[src/rtl/alu_mc_pkg.sv]
// alu_mc_pkg: instruction/FSM types and the chunk decoder shared by alu_mc.
// DIV decodes as a legal op only when ALU_MC_DIV_EN is defined.
package alu_mc_pkg;

    typedef enum logic [2:0] {
        ADD, SUB, SHIFT_LEFT, SHIFT_RIGHT, MUL_LOW, MUL_HIGH, DIV, ILLEGAL
    } insn_t;

    typedef enum logic [1:0] {ST_IDLE, ST_MUL, ST_DIV, ST_DONE} state_t;

    localparam logic [6:0] F7_ARITH  = 7'b0000001;
    localparam logic [6:0] F7_SHIFT  = 7'b0000010;
    localparam logic [6:0] F7_MULDIV = 7'b0001000;
    localparam logic [2:0] F3_000    = 3'b000;
    localparam logic [2:0] F3_001    = 3'b001;
    localparam logic [2:0] F3_010    = 3'b010;

    function automatic insn_t decode(input logic [31:0] chunk);
        logic [9:0] key;
        key    = {chunk[31:25], chunk[14:12]};
        decode = ILLEGAL;
        case (key)
            {F7_ARITH,  F3_000}: decode = ADD;
            {F7_ARITH,  F3_010}: decode = SUB;
            {F7_SHIFT,  F3_000}: decode = SHIFT_LEFT;
            {F7_SHIFT,  F3_010}: decode = SHIFT_RIGHT;
            {F7_MULDIV, F3_000}: decode = MUL_LOW;
            {F7_MULDIV, F3_001}: decode = MUL_HIGH;
`ifdef ALU_MC_DIV_EN
            {F7_MULDIV, F3_010}: decode = DIV;
`endif
            default:             decode = ILLEGAL;
        endcase
    endfunction

endpackage

[src/rtl/alu_mc_div.sv]
// alu_mc_div: iterative restoring unsigned divider, one quotient bit per cycle.
// The first step runs on the start edge, so done rises DATA_WIDTH cycles after start.
module alu_mc_div
    import alu_mc_pkg::*;
#(
    parameter int DATA_WIDTH = 32
) (
    input  logic                  clk,
    input  logic                  reset_n,
    input  logic                  start,
    input  logic [DATA_WIDTH-1:0] dividend,
    input  logic [DATA_WIDTH-1:0] divisor,
    output logic                  busy,
    output logic                  done,
    output logic [DATA_WIDTH-1:0] quotient
);
    localparam int CNT_W = $clog2(DATA_WIDTH + 1);

    logic [DATA_WIDTH-1:0] rem_q, rem_d, quo_q, quo_d, dvs_q, dvs_d;
    logic [DATA_WIDTH-1:0] src_rem, src_quo, src_dvs;
    logic [DATA_WIDTH:0]   trial;
    logic [CNT_W-1:0]      cnt_q, cnt_d;
    logic                  busy_q, busy_d;

    always_ff @(posedge clk or negedge reset_n) begin
        if (!reset_n) begin
            rem_q  <= '0;
            quo_q  <= '0;
            dvs_q  <= '0;
            cnt_q  <= '0;
            busy_q <= 1'b0;
        end else begin
            rem_q  <= rem_d;
            quo_q  <= quo_d;
            dvs_q  <= dvs_d;
            cnt_q  <= cnt_d;
            busy_q <= busy_d;
        end
    end

    always_comb begin
        src_rem = start ? '0 : rem_q;
        src_quo = start ? dividend : quo_q;
        src_dvs = start ? divisor : dvs_q;
        // Borrow out of the trial subtraction means the divisor did not fit.
        trial   = {src_rem, src_quo[DATA_WIDTH-1]} - {1'b0, src_dvs};
        rem_d   = rem_q;
        quo_d   = quo_q;
        dvs_d   = dvs_q;
        cnt_d   = cnt_q;
        busy_d  = busy_q;
        if (start || (busy_q && cnt_q != '0)) begin
            if (trial[DATA_WIDTH]) begin
                rem_d = {src_rem[DATA_WIDTH-2:0], src_quo[DATA_WIDTH-1]};
                quo_d = {src_quo[DATA_WIDTH-2:0], 1'b0};
            end else begin
                rem_d = trial[DATA_WIDTH-1:0];
                quo_d = {src_quo[DATA_WIDTH-2:0], 1'b1};
            end
            dvs_d  = src_dvs;
            cnt_d  = (start ? CNT_W'(DATA_WIDTH) : cnt_q) - CNT_W'(1);
            busy_d = 1'b1;
        end else if (busy_q) begin
            busy_d = 1'b0;
        end
    end

    assign busy     = busy_q;
    assign done     = busy_q && (cnt_q == '0);
    assign quotient = quo_q;

endmodule

[src/rtl/alu_mc.sv]
// alu_mc: multi-cycle ALU with valid/ready handshakes on input and output.
// Define ALU_MC_DIV_EN to build the iterative divider; otherwise DIV decodes as ILLEGAL.
module alu_mc
    import alu_mc_pkg::*;
#(
    parameter int DATA_WIDTH = 32,
    parameter int MUL_LAT    = 2
) (
    input  logic                  clk,
    input  logic                  reset_n,
    input  logic                  in_valid,
    output logic                  in_ready,
    input  logic [31:0]           chunk,
    input  logic [DATA_WIDTH-1:0] arg1,
    input  logic [DATA_WIDTH-1:0] arg2,
    output logic                  out_valid,
    input  logic                  out_ready,
    output logic [DATA_WIDTH-1:0] res,
    output logic                  err
);
    localparam int CNT_W = (MUL_LAT > 1) ? $clog2(MUL_LAT) : 1;

    state_t                  state_q, state_d;
    insn_t                   op_q, op_d, new_op, mul_op;
    logic [DATA_WIDTH-1:0]   arg1_q, arg1_d, arg2_q, arg2_d, res_q, res_d;
    logic [DATA_WIDTH-1:0]   mul_a, mul_b, mul_result;
    logic [2*DATA_WIDTH-1:0] product;
    logic [CNT_W-1:0]        cnt_q, cnt_d;
    logic                    err_q, err_d, init_q, accept;

`ifdef ALU_MC_DIV_EN
    logic                  div_start, div_busy, div_done;
    logic [DATA_WIDTH-1:0] div_quotient;

    alu_mc_div #(.DATA_WIDTH(DATA_WIDTH)) u_div (
        .clk      (clk),
        .reset_n  (reset_n),
        .start    (div_start),
        .dividend (arg1),
        .divisor  (arg2),
        .busy     (div_busy),
        .done     (div_done),
        .quotient (div_quotient)
    );
`endif

    function automatic logic [DATA_WIDTH-1:0] alu_quick(input insn_t op,
                                                       input logic [DATA_WIDTH-1:0] a,
                                                       input logic [DATA_WIDTH-1:0] b);
        logic big_shift;
        big_shift = (b >= DATA_WIDTH'(DATA_WIDTH));
        case (op)
            ADD:         alu_quick = a + b;
            SUB:         alu_quick = a - b;
            SHIFT_LEFT:  alu_quick = big_shift ? '0 : a << b;
            SHIFT_RIGHT: alu_quick = big_shift ? '0 : a >> b;
            default:     alu_quick = '0;
        endcase
    endfunction

    // NOTE: sequential state uses non-blocking assignments so every flop samples pre-edge values.
    always_ff @(posedge clk or negedge reset_n) begin
        if (!reset_n) begin
            state_q <= ST_IDLE;
            op_q    <= ADD;
            arg1_q  <= '0;
            arg2_q  <= '0;
            cnt_q   <= '0;
            res_q   <= '0;
            err_q   <= 1'b0;
            init_q  <= 1'b0;
        end else begin
            state_q <= state_d;
            op_q    <= op_d;
            arg1_q  <= arg1_d;
            arg2_q  <= arg2_d;
            cnt_q   <= cnt_d;
            res_q   <= res_d;
            err_q   <= err_d;
            init_q  <= 1'b1;
        end
    end

    // One multiplier serves both the MUL_LAT=1 accept path and the delayed path.
    always_comb begin
        mul_a      = (state_q == ST_MUL) ? arg1_q : arg1;
        mul_b      = (state_q == ST_MUL) ? arg2_q : arg2;
        mul_op     = (state_q == ST_MUL) ? op_q : new_op;
        product    = {{DATA_WIDTH{1'b0}}, mul_a} * {{DATA_WIDTH{1'b0}}, mul_b};
        mul_result = (mul_op == MUL_HIGH) ? product[2*DATA_WIDTH-1:DATA_WIDTH]
                                          : product[DATA_WIDTH-1:0];
    end

    // NOTE: every _d defaults to its _q first, so no path through this block infers a latch.
    always_comb begin
        state_d = state_q;
        op_d    = op_q;
        arg1_d  = arg1_q;
        arg2_d  = arg2_q;
        cnt_d   = cnt_q;
        res_d   = res_q;
        err_d   = err_q;
        new_op  = decode(chunk);
        accept  = in_valid && in_ready;
`ifdef ALU_MC_DIV_EN
        div_start = 1'b0;
`endif
        case (state_q)
            ST_IDLE: ;
            ST_MUL: begin
                cnt_d = cnt_q - CNT_W'(1);
                if (cnt_q == CNT_W'(1)) begin
                    state_d = ST_DONE;
                    res_d   = mul_result;
                end
            end
`ifdef ALU_MC_DIV_EN
            ST_DIV: begin
                if (div_done) begin
                    state_d = ST_DONE;
                    res_d   = div_quotient;
                end else if (!div_busy) begin
                    state_d = ST_IDLE;
                end
            end
`endif
            ST_DONE: if (out_ready) state_d = ST_IDLE;
            default: state_d = ST_IDLE;
        endcase
        // A new accept overrides the DONE->IDLE return, giving 1 op/cycle throughput.
        if (accept) begin
            op_d    = new_op;
            arg1_d  = arg1;
            arg2_d  = arg2;
            state_d = ST_DONE;
            res_d   = alu_quick(new_op, arg1, arg2);
            err_d   = 1'b0;
            case (new_op)
                MUL_LOW, MUL_HIGH: begin
                    if (MUL_LAT > 1) begin
                        state_d = ST_MUL;
                        cnt_d   = CNT_W'(MUL_LAT - 1);
                    end else begin
                        res_d = mul_result;
                    end
                end
`ifdef ALU_MC_DIV_EN
                DIV: begin
                    if (arg2 == '0) begin
                        res_d = '1;
                        err_d = 1'b1;
                    end else begin
                        state_d   = ST_DIV;
                        div_start = 1'b1;
                    end
                end
`endif
                ILLEGAL: begin
                    res_d = '0;
                    err_d = 1'b1;
                end
                default: ;
            endcase
        end
    end

    always_comb begin
        in_ready  = init_q && ((state_q == ST_IDLE) || ((state_q == ST_DONE) && out_ready));
        out_valid = (state_q == ST_DONE);
        res       = res_q;
        err       = err_q;
    end

endmodule
[config.mk]
export PLATFORM = sky130hd
export DESIGN_NAME = alu_mc
export DESIGN_NICKNAME = d
export VERILOG_FILES = /design/src/rtl/alu_mc_pkg.sv /design/src/rtl/alu_mc_div.sv /design/src/rtl/alu_mc.sv
export SDC_FILE = /design/constraint.sdc
export NUM_CORES = 2
export LEC_CHECK = 0
export BUFFER_PORTS_ARGS = -buffer_cell sky130_fd_sc_hd__buf_2
export CORE_MARGIN = 2
export CORE_UTILIZATION = 38
export CTS_CLUSTER_DIAMETER = 80
export DETAILED_ROUTE_END_ITERATION = 10
export SLEW_MARGIN = 5
export SYNTH_ARGS = -nofsm -noshare
export SYNTH_HDL_FRONTEND = slang
export SYNTH_SLANG_ARGS = --single-unit
[constraint.sdc]
create_clock -name clk -period 11.47 [get_ports clk]
set_input_delay 2.8675 -clock clk [delete_from_list [all_inputs] [get_ports clk]]
set_output_delay 2.8675 -clock clk [all_outputs]
set_load 0.05 [all_outputs]
Word level (Yosys, flattened, before mapping)
Index checks and enable logic that the tools add are counted.
{ "classes": {"addsub": 3, "n_mul": 1, "eq_ne": 18, "shifts": 2, "bitwise_logic": 0, "reduce_logical": 11, "n_mux": 21, "magnitude_cmp": 1, "n_div": 0} }
{ "op_table": {"columns": ["cell", "count"], "rows": [
  ["$mux W32", 9],
  ["$pmux W32 S4", 1],
  ["$mul A32 B32 Y64", 1],
  ["$add A32 B32 Y32", 1],
  ["$ge A32 B6 Y1 const B", 1],
  ["$shl A32 B32 Y32", 1],
  ["$shr A32 B32 Y32", 1],
  ["$sub A32 B32 Y32", 1],
  ["$eq A10 B4 Y1 const B", 2],
  ["$eq A10 B5 Y1 const B", 2],
  ["$eq A10 B7 Y1 const B", 2],
  ["$pmux W3 S6", 1],
  ["$eq A3 B3 Y1 const B", 4],
  ["$mux W2", 4],
  ["$eq A3 B2 Y1 const B", 2],
  ["$pmux W2 S3", 1],
  ["$mux W1", 4],
  ["$reduce_bool A2 Y1", 2],
  ["$eq A3 B1 Y1 const B", 1],
  ["$logic_and A1 B1 Y1", 3],
  ["$logic_not A3 Y1", 1],
  ["$mux W3", 1],
  ["$ne A3 B1 Y1 const B", 1],
  ["$ne A3 B3 Y1 const B", 1],
  ["other kinds (9)", 9]
]} }
{ "totals": {"mem_bits_ro": 0, "word_cells": 65, "mem_bits_rw": 0, "regBits": 104, "mem_count": 0, "latch_bits": 0} }

Logic depth before layout (Yosys ltp)
{ "depth": {"depth_word": 8, "depth_mapped": 34} }

Worst setup path after synthesis
OpenSTA, ideal clock, no wires.
{ "synth_timing": {"path_kind": "input port to flip-flop", "start": "in arg2[2]", "end": "reg res_q[24], in the netlist res[24]", "path_slack_ns": 0.014, "n_path_buf": 5, "t_arrival_ns": 11.329, "required_time_ns": 11.344, "stages": 32, "setup_ns": 0.126, "cell_sequence": "clkbuf_1 > clkinv_1 > clkbuf_1 > clkbuf_1 > nor2_1 > a21oi_1 > clkbuf_1 > nor2_1 > fa_1 > inv_1 > fa_1 > fa_1 > fa_1 > inv_1 > fa_1 > inv_1 > fa_1 > inv_1 > fa_1 > fa_1 > ha_1 > buf_2 > nand4_2 > or4_1 > a211o_1 > a31oi_1 > o21ba_1 > o221ai_2 > or3_4 > a21oi_2 > mux2i_1 > nand3_1"} }
{ "synth_via": {"elab_chain_len": 6} }
{ "synth_lines": {"columns": ["item", "line_no", "source"], "rows": [
  ["start: declaration", "alu_mc.sv:15", "input logic [DATA_WIDTH-1:0] arg2,"],
  ["$mux W32", "alu_mc.sv:87", "mul_b = (state_q == ST_MUL) ? arg2_q : arg2;"],
  ["$mul A32 B32 Y64", "alu_mc.sv:89", "product = {{DATA_WIDTH{1'b0}}, mul_a} * {{DATA_WIDTH{1'b0}}, mul_b};"],
  ["$mux W32", "alu_mc.sv:90", "mul_result = (mul_op == MUL_HIGH) ? product[2*DATA_WIDTH-1:DATA_WIDTH]"],
  ["$mux W32", "alu_mc.sv:112", "if (cnt_q == CNT_W'(1)) begin"],
  ["$mux W32", "alu_mc.sv:108", "case (state_q)"],
  ["$mux W32 *", "alu_mc.sv:131", "if (accept) begin"],
  ["end signal: assignment", "alu_mc.sv:78", "res_q <= res_d;"],
  ["end: declaration", "alu_mc.sv:25", "logic [DATA_WIDTH-1:0] arg1_q, arg1_d, arg2_q, arg2_d, res_q, res_d;"]
]} }
Every way passes the cells marked *; elsewhere a longest branch is shown, timed or not. The select of a mux whose other input is x is not followed.
A chain may end at the register's enable or synchronous reset.

Worst setup path after layout
{ "layout_timing": {"start": "in arg2[4]", "end": "reg res_q[27], in the netlist res[27]"} }
Same word-level chain as after synthesis.

==> metrics.cfg <==
[outcome]
outcome=completed

[floorplan]
row_count=123
die_h_um=342
core_area_um2=113000
io_pins=135
die_w_um=342
die_area_um2=117000
initial_core_util_pct=38.4

[hold_path]
hold_class=reg -> reg
hp-start=op_q[1]

[cts]
ctsRootBufferMaster=clkbuf_16
cts_tree=yes
cts_num_sinks=104
htreeDepth=3
clockBufferDepth=2
clk_pin_slew_ns=0.08
post_cts_buffers=0
cts_hold_buf=0
cts_resized=0
clock_latency_ns=0.40
cts_buffers=9

[grt]
grt_pass1_vias=39100
antenna_found_initial=17
globalRouteTotalUtil_pct=29.3
grt_max_degree=75
grt_overflow=0
grt_pass1_wl_um=253000

[timing]
period_needed_ns=10.77
rsz0062_at_grt=false
hold_viol_final=0
fin_worst_skew_ns=0.0145
slew_headroom_pct=16.4
fin_tns_setup_ns=0
post-route-period-util_pct=93.9
setup_violations=0
max_slew.worst_pin.slew_ns=1.22
slew_violations=0
max_freq_mhz=92.8

[cells_and_area]
mostFrequentLayoutCell=nand2_1
area_growth_pct=8.91
drive_above_1_share_pct=8.84
register_area_um2=2600
fillers=11400
final_cell_mix=nand2_1 (900), fa_1 (897), inv_1 (874)
layout.cells.non_filler=6864
nNetsFinal=6638
multi_input_area_um2=36600

[setup_path]
cp.buffers_inverters=5
crit_top_cell=fa_1
worstPathRequired_ns=11.77
endpoint_kind=flop
critPathLaunch=arg2[4]
cp-start-kind=primary input
slowest_delay_ns=0.57
cp_top_family=adder cells
r2r_start=state_q[0]
critical_path_class=in -> reg
crit_fanout=14
crit_slowest_cell=fa_1
critPathArrivalTime_ns=11.07

[route]
dr.pass1.iters=6
vias=38500
via_per_inst=5.61
wl_um=169000
wire_per_inst_um=24.6
drtIter0Drc=4306
drc=0
antenna_left=0

[synthesis]
synth_cell_types=92
synth_area_leaders=fa_1 (41%), ha_1 (8.5%), nand2_1 (7.8%)
syn_area_um2=43400
syn_inst=5289
async_reset_ff_share_pct=100
ys.flop_type=dfrtp_1
yosys_warnings=0
syn_area_per_cell_um2=8.20
ys_seq_elements=104
ys_seq_area_share_pct=6.00
synth_top_area_share_pct=41.4
synthesis.nets=6581
synth_edf_count=0
synth_area_leader_cell=fa_1

[place]
globalplace.congestion=1.01
dp_hpwl_um=138000
numPortBuffers=112
dp_cells=6835

[flow_run]
drv_cap=0

layout make-up:
type,instances,share of cell area [%]
multi-input cells,4014,77.5
repair buffers,340,5.27
inverters,877,6.97
clock buffers,10,0.506
clock inverters,6,0.207
well taps,1500,3.98
flip-flops and latches,104,5.51
diodes,13,0.0689
final timing paths:
kind                         endpoint  slack, ns  cells after the start
min                           op_q[1]       0.48                      2
max reg2reg                   res[27]       1.56                     27
max                           res[27]       0.70                     27
min reg2reg                   op_q[1]       0.48                      2
min in group asynchronous  arg2_q[24]       2.55                      1
max in group asynchronous   arg1_q[5]       7.60                      2
registers in the layout (all words and copies together) (netlist names):
register	cells
res	32
err	1
init_q	1
state_q	2
arg1_q	32
op_q	3
arg2_q	32
cnt_q	1
metal layers:
metal	up-vias	GRT usage [%]	share of wire, %
li1	16600	-	-
met2	1930	45.5	45
met3	400	4.82	9.0
met1	19600	39.7	40
met5	-	0	0.023
met4	6	14.4	6.0
Yosys cell counts, types with 14 or more instances:
library cell  number
a211oi_1          34
a21o_1            45
a21oi_1          181
a31oi_1           25
and2_1            18
and3_1            17
buf_1             24
buf_2             17
clkbuf_1         244
dfrtp_1          104
fa_1             897
ha_1             295
inv_1            874
mux2_2            14
mux2i_1          136
mux4_2            16
nand2_1          901
nand2b_1          24
nand3_1           42
nand4_1           27
nor2_1           765
nor3_1            47
nor4_1            16
o211ai_1          20
o21ai_0          135
o21bai_1          24
o22ai_1           26
xnor2_1           69
xor2_1            39
kinds of logic after synthesis:
kind of cell	count (synthesis)	share of synthesized area (%)
AO/OA/AOI/OAI	619	9.04
XOR/XNOR	108	2.18
adder cells (fa/ha/maj)	1192	49.9
buffers and inverters	1171	10.3
flip-flops	104	6.00
multiplexers	166	4.33
other	1	0.00865
AND/OR/NAND/NOR	1928	18.2
through the flow:
stage / hold WS (ns) / worst slack, ns / instance area, um2 / utilization [%]
6_report: 0.476 / 0.699 / 47200 / 41.9
5_1_grt: 0.506 / 0.475 / 47200 / 41.9
4_1_cts: 0.475 / 0.850 / 47200 / 41.8
3_5_place_dp: 0.457 / 0.478 / 46800 / 41.5
3_3_place_gp: 0.457 / 0.480 / 46800 / 41.5
2_1_floorplan: 0.440 / 0.0145 / 43400 / -
worst min-delay path, cell delays in order, from the launching register on:
cell     delay [ns]
dfrtp_1        0.34
nand2_1        0.05
o31ai_1        0.06
Power is not shown: default switching activity piles up to over one toggle a cycle in this logic, so the estimate is an artifact.
